`src/rtl/cpu_control_fsm_pkg.sv`:
```
// Shared definitions for the 4-bit CPU control unit: widths, opcodes, ALU codes,
// FSM state encoding and the decoded control word.
package cpu_control_fsm_pkg;

    localparam int unsigned PC_W    = 4;
    localparam int unsigned OP_W    = 4;
    localparam int unsigned IMM_W   = 4;
    localparam int unsigned INSTR_W = OP_W + IMM_W;
    localparam int unsigned ALU_W   = 3;

    localparam logic [OP_W-1:0] OP_NOP = 4'h0;
    localparam logic [OP_W-1:0] OP_LDA = 4'h1;
    localparam logic [OP_W-1:0] OP_LDB = 4'h2;
    localparam logic [OP_W-1:0] OP_ADD = 4'h3;
    localparam logic [OP_W-1:0] OP_SUB = 4'h4;
    localparam logic [OP_W-1:0] OP_AND = 4'h5;
    localparam logic [OP_W-1:0] OP_OR  = 4'h6;
    localparam logic [OP_W-1:0] OP_XOR = 4'h7;
    localparam logic [OP_W-1:0] OP_NOT = 4'h8;
    localparam logic [OP_W-1:0] OP_OUT = 4'h9;
    localparam logic [OP_W-1:0] OP_JMP = 4'hA;
    localparam logic [OP_W-1:0] OP_JZ  = 4'hB;
    localparam logic [OP_W-1:0] OP_HLT = 4'hF;

    // Shared with the datapath ALU.
    localparam logic [ALU_W-1:0] ALU_ADD = 3'd0;
    localparam logic [ALU_W-1:0] ALU_SUB = 3'd1;
    localparam logic [ALU_W-1:0] ALU_AND = 3'd2;
    localparam logic [ALU_W-1:0] ALU_OR  = 3'd3;
    localparam logic [ALU_W-1:0] ALU_XOR = 3'd4;
    localparam logic [ALU_W-1:0] ALU_NOT = 3'd5;

    typedef enum logic [1:0] {
        ST_FETCH   = 2'd0,
        ST_DECODE  = 2'd1,
        ST_EXECUTE = 2'd2,
        ST_HALT    = 2'd3
    } state_t;

    typedef struct packed {
        logic             a_we;
        logic             b_we;
        logic             out_we;
        logic             load_sel;
        logic             is_alu;
        logic [ALU_W-1:0] alu_op;
        logic             is_jmp;
        logic             is_jz;
        logic             is_hlt;
        logic             is_illegal;
    } ctrl_t;

endpackage

```
`src/rtl/cpu_control_fsm_if.sv`:
```
// Control-unit boundary: ROM fetch port plus the control signals to the datapath.
interface cpu_control_fsm_if;
    import cpu_control_fsm_pkg::*;

    logic [INSTR_W-1:0] instr;
    logic               zero_flag;
    logic [PC_W-1:0]    pc;
    logic [IMM_W-1:0]   imm;
    logic               load_sel;
    logic [ALU_W-1:0]   alu_op;
    logic               a_we;
    logic               b_we;
    logic               out_we;
    logic               halted;
    logic               illegal;

    modport master (
        input  instr, zero_flag,
        output pc, imm, load_sel, alu_op, a_we, b_we, out_we, halted, illegal
    );

    modport slave (
        output instr, zero_flag,
        input  pc, imm, load_sel, alu_op, a_we, b_we, out_we, halted, illegal
    );
endinterface

```
`src/rtl/cpu_control_fsm_op_decoder.sv`:
```
// Combinational opcode decoder producing the control word for one instruction.
module cpu_control_fsm_op_decoder
    import cpu_control_fsm_pkg::*;
(
    input  logic [OP_W-1:0] op_i,
    output ctrl_t           ctrl_o
);

    always_comb begin
        ctrl_o = '0;
        case (op_i)
            OP_NOP: ;
            OP_LDA: begin
                ctrl_o.a_we     = 1'b1;
                ctrl_o.load_sel = 1'b1;
            end
            OP_LDB: begin
                ctrl_o.b_we     = 1'b1;
                ctrl_o.load_sel = 1'b1;
            end
            OP_ADD, OP_SUB, OP_AND, OP_OR, OP_XOR, OP_NOT: begin
                ctrl_o.a_we   = 1'b1;
                ctrl_o.is_alu = 1'b1;
                // ALU codes are contiguous and start at ADD.
                ctrl_o.alu_op = ALU_ADD + ALU_W'(op_i - OP_ADD);
            end
            OP_OUT: ctrl_o.out_we = 1'b1;
            OP_JMP: ctrl_o.is_jmp = 1'b1;
            OP_JZ:  ctrl_o.is_jz  = 1'b1;
            OP_HLT: ctrl_o.is_hlt = 1'b1;
            default: ctrl_o.is_illegal = 1'b1;
        endcase
    end

endmodule

```
`src/rtl/cpu_control_fsm.sv`:
```
// Fetch/decode/execute sequencer: 3 cycles per instruction, all outputs registered,
// enables valid only in EXECUTE, PC updated at the end of EXECUTE.
module cpu_control_fsm
    import cpu_control_fsm_pkg::*;
(
    input  logic               clk,
    input  logic               reset,
    input  logic               run,
    cpu_control_fsm_if.master  bus
);

    state_t             state_q, state_d;
    logic [PC_W-1:0]    pc_q, pc_d;
    logic [INSTR_W-1:0] ir_q, ir_d;
    logic [ALU_W-1:0]   alu_op_q, alu_op_d;
    logic               a_we_q, a_we_d;
    logic               b_we_q, b_we_d;
    logic               out_we_q, out_we_d;
    logic               load_sel_q, load_sel_d;
    logic               illegal_q, illegal_d;
    logic               halted_q, halted_d;
    logic               jmp_q, jmp_d;
    logic               jz_q, jz_d;
    logic               hlt_q, hlt_d;
    ctrl_t              dec;

    cpu_control_fsm_op_decoder u_op_decoder (
        .op_i   (ir_q[INSTR_W-1:IMM_W]),
        .ctrl_o (dec)
    );

    always_ff @(posedge clk) begin
        if (reset) begin
            state_q    <= ST_FETCH;
            pc_q       <= '0;
            ir_q       <= '0;
            alu_op_q   <= '0;
            a_we_q     <= 1'b0;
            b_we_q     <= 1'b0;
            out_we_q   <= 1'b0;
            load_sel_q <= 1'b0;
            illegal_q  <= 1'b0;
            halted_q   <= 1'b0;
            jmp_q      <= 1'b0;
            jz_q       <= 1'b0;
            hlt_q      <= 1'b0;
        end else begin
            state_q    <= state_d;
            pc_q       <= pc_d;
            ir_q       <= ir_d;
            alu_op_q   <= alu_op_d;
            a_we_q     <= a_we_d;
            b_we_q     <= b_we_d;
            out_we_q   <= out_we_d;
            load_sel_q <= load_sel_d;
            illegal_q  <= illegal_d;
            halted_q   <= halted_d;
            jmp_q      <= jmp_d;
            jz_q       <= jz_d;
            hlt_q      <= hlt_d;
        end
    end

    // Enables default to 0 so they are high for exactly the EXECUTE cycle.
    always_comb begin
        state_d    = state_q;
        pc_d       = pc_q;
        ir_d       = ir_q;
        alu_op_d   = alu_op_q;
        a_we_d     = 1'b0;
        b_we_d     = 1'b0;
        out_we_d   = 1'b0;
        load_sel_d = 1'b0;
        illegal_d  = 1'b0;
        halted_d   = halted_q;
        jmp_d      = jmp_q;
        jz_d       = jz_q;
        hlt_d      = hlt_q;

        case (state_q)
            ST_FETCH: begin
                if (run) begin
                    ir_d    = bus.instr;
                    state_d = ST_DECODE;
                end
            end
            ST_DECODE: begin
                a_we_d     = dec.a_we;
                b_we_d     = dec.b_we;
                out_we_d   = dec.out_we;
                load_sel_d = dec.load_sel;
                illegal_d  = dec.is_illegal;
                jmp_d      = dec.is_jmp;
                jz_d       = dec.is_jz;
                hlt_d      = dec.is_hlt;
                if (dec.is_alu) begin
                    alu_op_d = dec.alu_op;
                end
                state_d = ST_EXECUTE;
            end
            ST_EXECUTE: begin
                if (hlt_q) begin
                    halted_d = 1'b1;
                    state_d  = ST_HALT;
                end else begin
                    state_d = ST_FETCH;
                    if (jmp_q || (jz_q && bus.zero_flag)) begin
                        pc_d = PC_W'(ir_q[IMM_W-1:0]);
                    end else begin
                        pc_d = pc_q + PC_W'(1);
                    end
                end
            end
            ST_HALT: ;
            default: state_d = ST_FETCH;
        endcase
    end

    assign bus.pc       = pc_q;
    assign bus.imm      = ir_q[IMM_W-1:0];
    assign bus.load_sel = load_sel_q;
    assign bus.alu_op   = alu_op_q;
    assign bus.a_we     = a_we_q;
    assign bus.b_we     = b_we_q;
    assign bus.out_we   = out_we_q;
    assign bus.halted   = halted_q;
    assign bus.illegal  = illegal_q;

endmodule

```
`src/flat_wrapper.sv`:
```
// flat-port wrapper written by rule: the top's interface ports become plain ports
module cpu_control_fsm_flat import cpu_control_fsm_pkg::*;
  (clk, reset, run, bus_instr, bus_zero_flag, bus_pc, bus_imm, bus_load_sel, bus_alu_op, bus_a_we, bus_b_we, bus_out_we, bus_halted, bus_illegal);
  cpu_control_fsm_if bus_i ();
  input  logic clk;
  input  logic reset;
  input  logic run;
  input wire logic [$bits(bus_i.instr)-1:0] bus_instr;
  input wire logic [$bits(bus_i.zero_flag)-1:0] bus_zero_flag;
  output wire logic [$bits(bus_i.pc)-1:0] bus_pc;
  output wire logic [$bits(bus_i.imm)-1:0] bus_imm;
  output wire logic [$bits(bus_i.load_sel)-1:0] bus_load_sel;
  output wire logic [$bits(bus_i.alu_op)-1:0] bus_alu_op;
  output wire logic [$bits(bus_i.a_we)-1:0] bus_a_we;
  output wire logic [$bits(bus_i.b_we)-1:0] bus_b_we;
  output wire logic [$bits(bus_i.out_we)-1:0] bus_out_we;
  output wire logic [$bits(bus_i.halted)-1:0] bus_halted;
  output wire logic [$bits(bus_i.illegal)-1:0] bus_illegal;
  assign bus_i.instr = bus_instr;
  assign bus_i.zero_flag = bus_zero_flag;
  assign bus_pc = bus_i.pc;
  assign bus_imm = bus_i.imm;
  assign bus_load_sel = bus_i.load_sel;
  assign bus_alu_op = bus_i.alu_op;
  assign bus_a_we = bus_i.a_we;
  assign bus_b_we = bus_i.b_we;
  assign bus_out_we = bus_i.out_we;
  assign bus_halted = bus_i.halted;
  assign bus_illegal = bus_i.illegal;
  cpu_control_fsm u_core (.clk(clk), .reset(reset), .run(run), .bus(bus_i));
endmodule
```
`config.mk`:
```
export PLATFORM = sky130hd
export DESIGN_NAME = cpu_control_fsm_flat
export DESIGN_NICKNAME = d
export VERILOG_FILES = /design/src/rtl/cpu_control_fsm_pkg.sv /design/src/rtl/cpu_control_fsm_if.sv /design/src/rtl/cpu_control_fsm_op_decoder.sv /design/src/rtl/cpu_control_fsm.sv /design/src/flat_wrapper.sv
export SDC_FILE = /design/constraint.sdc
export NUM_CORES = 1
export LEC_CHECK = 0
export ABC_AREA = 1
export CAP_MARGIN = 20
export CORE_MARGIN = 4
export CORE_UTILIZATION = 33
export CTS_CLUSTER_DIAMETER = 60
export DETAILED_ROUTE_END_ITERATION = 16
export GPL_ROUTABILITY_DRIVEN = 0
export HOLD_SLACK_MARGIN = 0.06
export PLACE_DENSITY = 0.64
export REMOVE_ABC_BUFFERS = 1
export SKIP_LAST_GASP = 1
export SYNTH_ARGS = -nofsm -noshare
export SYNTH_HDL_FRONTEND = slang
export SYNTH_SLANG_ARGS = --single-unit
export TNS_END_PERCENT = 20
```
`constraint.sdc`:
```
create_clock -name clk -period 3.4 [get_ports clk]
set_input_delay 0.68 -clock clk [delete_from_list [all_inputs] [get_ports clk]]
set_output_delay 0.68 -clock clk [all_outputs]
set_load 0.005 [all_outputs]
```
==> out/metrics.csv, run 1 <==
metric,value,unit
Setup Skew,0.00210,ns
# fillers,414,
post-placement setup slack,1.36,ns
n_diodes,0,
part of the Yosys area used for sequential elements,0.387,
final wirelength,2790,µm
vias in the first global route,1123,
Rows,22,
I/O pin cnt,29,
clock tree from TritonCTS,done,
largest net degree at the start of global routing,17,
Bufs on Longest Clock Path,2,
worst endpoint data arrival time,1.20,ns
Netlist cell types,24,
PnR worst setup slack,1.52,ns
worst-margin pin slew,0.425,ns
H-tree depth,1,
DRC,0,
Die Wd,71.8,µm
Worst-path clk slew,0.09,ns
clk sink count,26,
fin area,1690,µm²
Layout area overhead,25.8,%
Syn. warnings,0,
vias per cell,4.56,
peak per-stage delay on the critical path,0.52,ns
layout cells sized above 1,0.0526,
Worst path top cell family by delay,buffers and inverters,
Crit Path Max Fanout,5,
drt first pass iters,4,
hpwl dp,2090,µm
PwrDens,631,nW/µm²
required time worst endpoint,2.72,ns
fmax,0.532,GHz
status,finished clean,
# Post-CTS Setup Buffers,0,
global-route usage over all layers,0.115,
crit path capture type,output port,
first-pass GRT wire length,4750,µm
worst-path cell chain,clkdlybuf4s50_1,
Starting Density,0.354,
Resize count post-CTS,0,
Initial DRC Count,40,
RSZ-0062 raised after global routing,no,
# port buffers,28,
Die H,71.8,µm
Clock Tree Root,clkbuf_8,
Hold Crit Class,reg -> reg,
Rel. slew slack,0.717,
global route total overflow,0,
setup TNS,0,ns
worst hold margin,0.474,ns
multi-input gate area in the final layout,647,µm²
core area,3800,µm²
remaining antenna violation count,0,
Final setup viols,0,
die footprint,5160,µm²
Reg area,520,µm²
Syn Inst Count,185,
Lkg Pwr,0.731,nW
slowest CP cell,clkdlybuf4s50_1,
Buf/Inv on CP,1,
max_cap viols,0,
syn avg cell area,7.27,µm²
Clock Latency Late Sink,0.27,ns
VDD IR max,0.000230,V
cts hold-fix bufs,0,
synthesized cell area,1350,µm²
DR vias,1171,
final period utilization,0.553,
CP Launch Type,flop,
WL/cell,10.8,µm
Final Critical Period,1.88,ns
#FFs+latches synth,26,
"Hold Vio Cnt, Final",0,
nets,233,
initial antenna violation count,0,
final max-slew violation count,0,
kind of critical path,reg -> out,
Num CTS Buffers,3,
post-placement cell area,1640,µm²
flip-flops by register name, summed over array words and instances, names as in the netlist, 2 cells and up:
name,cells
u_core.ir_q,8
u_core.bus.pc,4
u_core.bus.alu_op,3
u_core.state_q,2
routing by layer:
metal	share of wire	routed length (µm)	global-route usage	up-vias
li1	-	-	-	635
met1	0.52	1440	0.155	516
met2	0.44	1220	0.176	18
met3	0.033	92	0.0210	2
met4	0.013	36	0.0543	0
met5	0	0	0	-
cells in the final DEF, fill, tap and decap left out, drive strengths merged:
cell type,synthesis,routed
clkdlybuf4s50,0,28
xor2,1,1
clkinv,1,1
nand3,8,8
dfxtp,26,26
o2111ai,1,1
nor3,2,2
a211oi,2,2
nand4,3,3
o22ai,1,1
clkbuf,1,4
inv,33,33
a21oi,20,20
nand2,29,29
nor2,18,18
o21ai,19,19
ha,11,11
o211ai,2,2
cell type report:
cell class | instances | share of cell area
tap | 48 | 0.0355
clock buffer | 4 | 0.0325
timing repair buffer | 28 | 0.166
sequential | 26 | 0.308
multi-input combinational | 117 | 0.382
inverter | 34 | 0.0762
power breakdown:
part | total, mW | internal (mW) | switching [mW] | leakage [nW]
Combinational | 0.435 | 0.186 | 0.249 | 0.489
Clock | 0.201 | 0.103 | 0.0972 | 0.0288
Sequential | 0.431 | 0.373 | 0.0582 | 0.213
logic make-up after synthesis:
kind of cell,share of synthesized area
buffers and inverters,0.132
AOI/OAI and AO/OA,0.179
and+or+nand+nor,0.193
adders and majority gates,0.102
DFF,0.387
xor gates and xnor gates,0.00651
per-stage QoR:
step / std cells / power (mW) / utilization
global placement: 253 / 0.865 / 0.431
detailed placement: 253 / 0.874 / 0.431
floorplan: 177 / 0.716 / -
finish: 257 / 1.07 / 0.445
global route: 257 / 1.17 / 0.445
CTS: 257 / 1.08 / 0.445
path summary, 6_finish.rpt:
kind         depth (start not counted)        startpoint              endpoint  slack [ns]
max reg2reg                          8    u_core.ir_q[4]  u_core.bus.alu_op[2]        1.98
min                                  2      u_core.jmp_q          u_core.jmp_q        0.47
max                                  1  u_core.bus.pc[0]             bus_pc[0]        1.52
min reg2reg                          2      u_core.jmp_q          u_core.jmp_q        0.47
cells in the mapped netlist:
| master | instances | area share |
|---|---|---|
| buf_4 | 4 | 0.022 |
| xor2_1 | 1 | 0.0065 |
| nand4_1 | 3 | 0.014 |
| buf_2 | 3 | 0.011 |
| clkinv_2 | 1 | 0.0037 |
| nand2_2 | 1 | 0.0047 |
| o211ai_1 | 2 | 0.011 |
| inv_2 | 2 | 0.0056 |
| dfxtp_1 | 26 | 0.39 |
| a211oi_1 | 2 | 0.011 |
| nand3_1 | 6 | 0.022 |
| inv_1 | 31 | 0.087 |
| o21ai_1 | 1 | 0.0037 |
| a21oi_1 | 20 | 0.074 |
| nand3_2 | 2 | 0.015 |
| ha_1 | 11 | 0.10 |
| o22ai_1 | 1 | 0.0047 |
| clkbuf_1 | 1 | 0.0028 |
| nor3_1 | 2 | 0.0074 |
| o2111ai_1 | 1 | 0.0065 |
| nor2_2 | 1 | 0.0047 |
| nor2_1 | 17 | 0.047 |
| o21ai_0 | 18 | 0.067 |
| nand2_1 | 28 | 0.078 |
Note: power is estimated with default switching activity, not from simulation.
==> run 2, diff against run 1 <==
--- a/config.mk
+++ b/config.mk
@@ -13,7 +13,7 @@
 export DETAILED_ROUTE_END_ITERATION = 16
 export GPL_ROUTABILITY_DRIVEN = 0
 export HOLD_SLACK_MARGIN = 0.06
-export PLACE_DENSITY = 0.64
+export PLACE_DENSITY = 0.66
 export REMOVE_ABC_BUFFERS = 1
 export SKIP_LAST_GASP = 1
 export SYNTH_ARGS = -nofsm -noshare
==> constraint.sdc (replaced) <==
create_clock -name clk -period 1.7 [get_ports clk]
set_input_delay 0.34 -clock clk [delete_from_list [all_inputs] [get_ports clk]]
set_output_delay 0.34 -clock clk [all_outputs]
set_load 0.005 [all_outputs]
==> out/metrics.csv, run 2 (same netlist as run 1, synthesis figures left out) <==
metric,value,unit,change
status,finished clean,,unchanged
Worst Setup SP,u_core.bus.pc[0],,unchanged
worst-margin pin slew,0.426,ns,was 0.425 ns
Worst-path clk slew,0.08,ns,was 0.09 ns
Num CTS Buffers,3,,unchanged
hpwl dp,2200,µm,was 2090 µm
Rows,22,,unchanged
clock tree from TritonCTS,done,,unchanged
global route total overflow,0,,unchanged
Lkg Pwr,0.741,nW,was 0.731 nW
Comb pwr share,0.412,,was 0.408
setup TNS,0,ns,unchanged
cts hold-fix bufs,0,,unchanged
"Hold Vio Cnt, Final",0,,unchanged
Setup Skew,0.00528,ns,was 0.00210 ns
worst hold margin,0.493,ns,was 0.474 ns
initial antenna violation count,0,,unchanged
worst-path cell chain,clkdlybuf4s50_1,,unchanged
"leading cell type in the layout, fill and taps excluded",inv_1,,unchanged
Clock Power Share,0.184,,was 0.188
core area,3800,µm²,unchanged
largest net degree at the start of global routing,17,,unchanged
final std cells w/o fill,259,,was 257
Starting Density,0.354,,unchanged
Crit Path Max Fanout,5,,unchanged
reg2reg start,u_core.ir_q[4],,unchanged
kind of critical path,reg -> out,,unchanged
RSZ-0062 raised after global routing,no,,unchanged
max reg flops,8,,unchanged
hold_sp,u_core.bus.halted,,was u_core.jmp_q
final period utilization,0.910,,
max_cap viols,0,,unchanged
worst endpoint data arrival time,1.21,ns,was 1.20 ns
Initial DRC Count,121,,was 40
final max-slew violation count,0,,unchanged
vias in the first global route,1119,,"was 1,123"
drt first pass iters,4,,unchanged
Worst path top cell family by delay,buffers and inverters,,unchanged
vias per cell,4.56,,about the same
layout cells sized above 1,0.0616,,was 0.0526
fmax,0.646,GHz,
n_diodes,0,,unchanged
Die H,71.8,µm,unchanged
Reg power frac,0.404,,about the same
peak per-stage delay on the critical path,0.53,ns,was 0.52 ns
H-tree depth,1,,unchanged
most frequent cells in the layout,"31 x inv_1, 28 x nand2_1, 28 x clkdlybuf4s50_1",,unchanged
Clock Latency Late Sink,0.27,ns,about the same
DR vias,1182,,"was 1,171"
clk sink count,26,,unchanged
PwrDens,1250,nW/µm²,was 631 nW/µm²
required time worst endpoint,1.36,ns,was 2.72 ns
CP Launch Type,flop,,unchanged
VDD IR max,0.000585,V,was 0.000230 V
Die Wd,71.8,µm,unchanged
Final setup viols,0,,unchanged
Hold Crit Class,reg -> reg,,unchanged
# port buffers,28,,unchanged
remaining antenna violation count,0,,unchanged
global-route usage over all layers,0.116,,was 0.115
Rel. slew slack,0.716,,was 0.717
I/O pin cnt,29,,unchanged
DRC,0,,unchanged
Resize count post-CTS,0,,unchanged
net switching power,0.804,mW,was 0.405 mW
Clock Tree Root,clkbuf_8,,unchanged
slowest CP cell,clkdlybuf4s50_1,,unchanged
Layout area overhead,26.9,%,was 25.8%
WL/cell,11.0,µm,was 10.8 µm
final wirelength,2850,µm,was 2790 µm
Buf/Inv on CP,1,,unchanged
first-pass GRT wire length,4910,µm,was 4750 µm
nets,235,,was 233
Final Critical Period,1.55,ns,
Largest Register,u_core.ir_q,,unchanged
Bufs on Longest Clock Path,2,,unchanged
# Post-CTS Setup Buffers,0,,unchanged
crit path capture type,output port,,unchanged
Pint,1.34,mW,was 0.662 mW
die footprint,5160,µm²,unchanged
placed insts,255,,was 253
switching share of power,0.376,,was 0.380
[run 2: cell type report]
cell class              count  area [µm²]
well taps                  48        60.1
flip-flops and latches     26         520
repair buffers             30         295
clock buffers               4        55.1
fillers                   412        2090
inverters                  34         129
multi-input cells         117         647
[run 2: path summary, 6_finish.rpt]
| path | end | slack, ns | depth (start not counted) |
|---|---|---|---|
| setup / recovery | bus_pc[0] | 0.15 | 1 |
| hold / removal | u_core.bus.halted | 0.49 | 2 |
| setup reg to reg | u_core.bus.alu_op[1] | 0.29 | 8 |
| hold reg to reg | u_core.bus.halted | 0.49 | 2 |
[run 2: routing by layer]
layer	up-vias	share of wire	track usage
met4	0	0.0049	0.0188
met3	2	0.047	0.0351
li1	642	-	-
met2	22	0.44	0.178
met5	-	0	0
met1	516	0.50	0.163
[run 2: per-stage QoR]
| step | cell area, µm² | setup slack (ns) | util | power, mW |
|---|---|---|---|---|
| floorplan | 1300 | 0.462 | - | 1.43 |
| global placement | 1650 | 0.175 | 0.435 | 1.75 |
| detailed placement | 1650 | 0.122 | 0.435 | 1.76 |
| CTS | 1710 | 0.140 | 0.449 | 2.16 |
| global route | 1710 | 0.0917 | 0.449 | 2.34 |
| finish | 1710 | 0.153 | 0.449 | 2.14 |
[run 2: power groups by stage]
stage / Sequential, mW / Combinational [mW] / Clock (mW)
6_report: 0.865 / 0.881 / 0.393
5_1_grt: 0.888 / 1.01 / 0.432
4_1_cts: 0.866 / 0.887 / 0.405
3_5_place_dp: 0.880 / 0.880 / 0
3_3_place_gp: 0.875 / 0.873 / 0
2_1_floorplan: 0.859 / 0.573 / 0
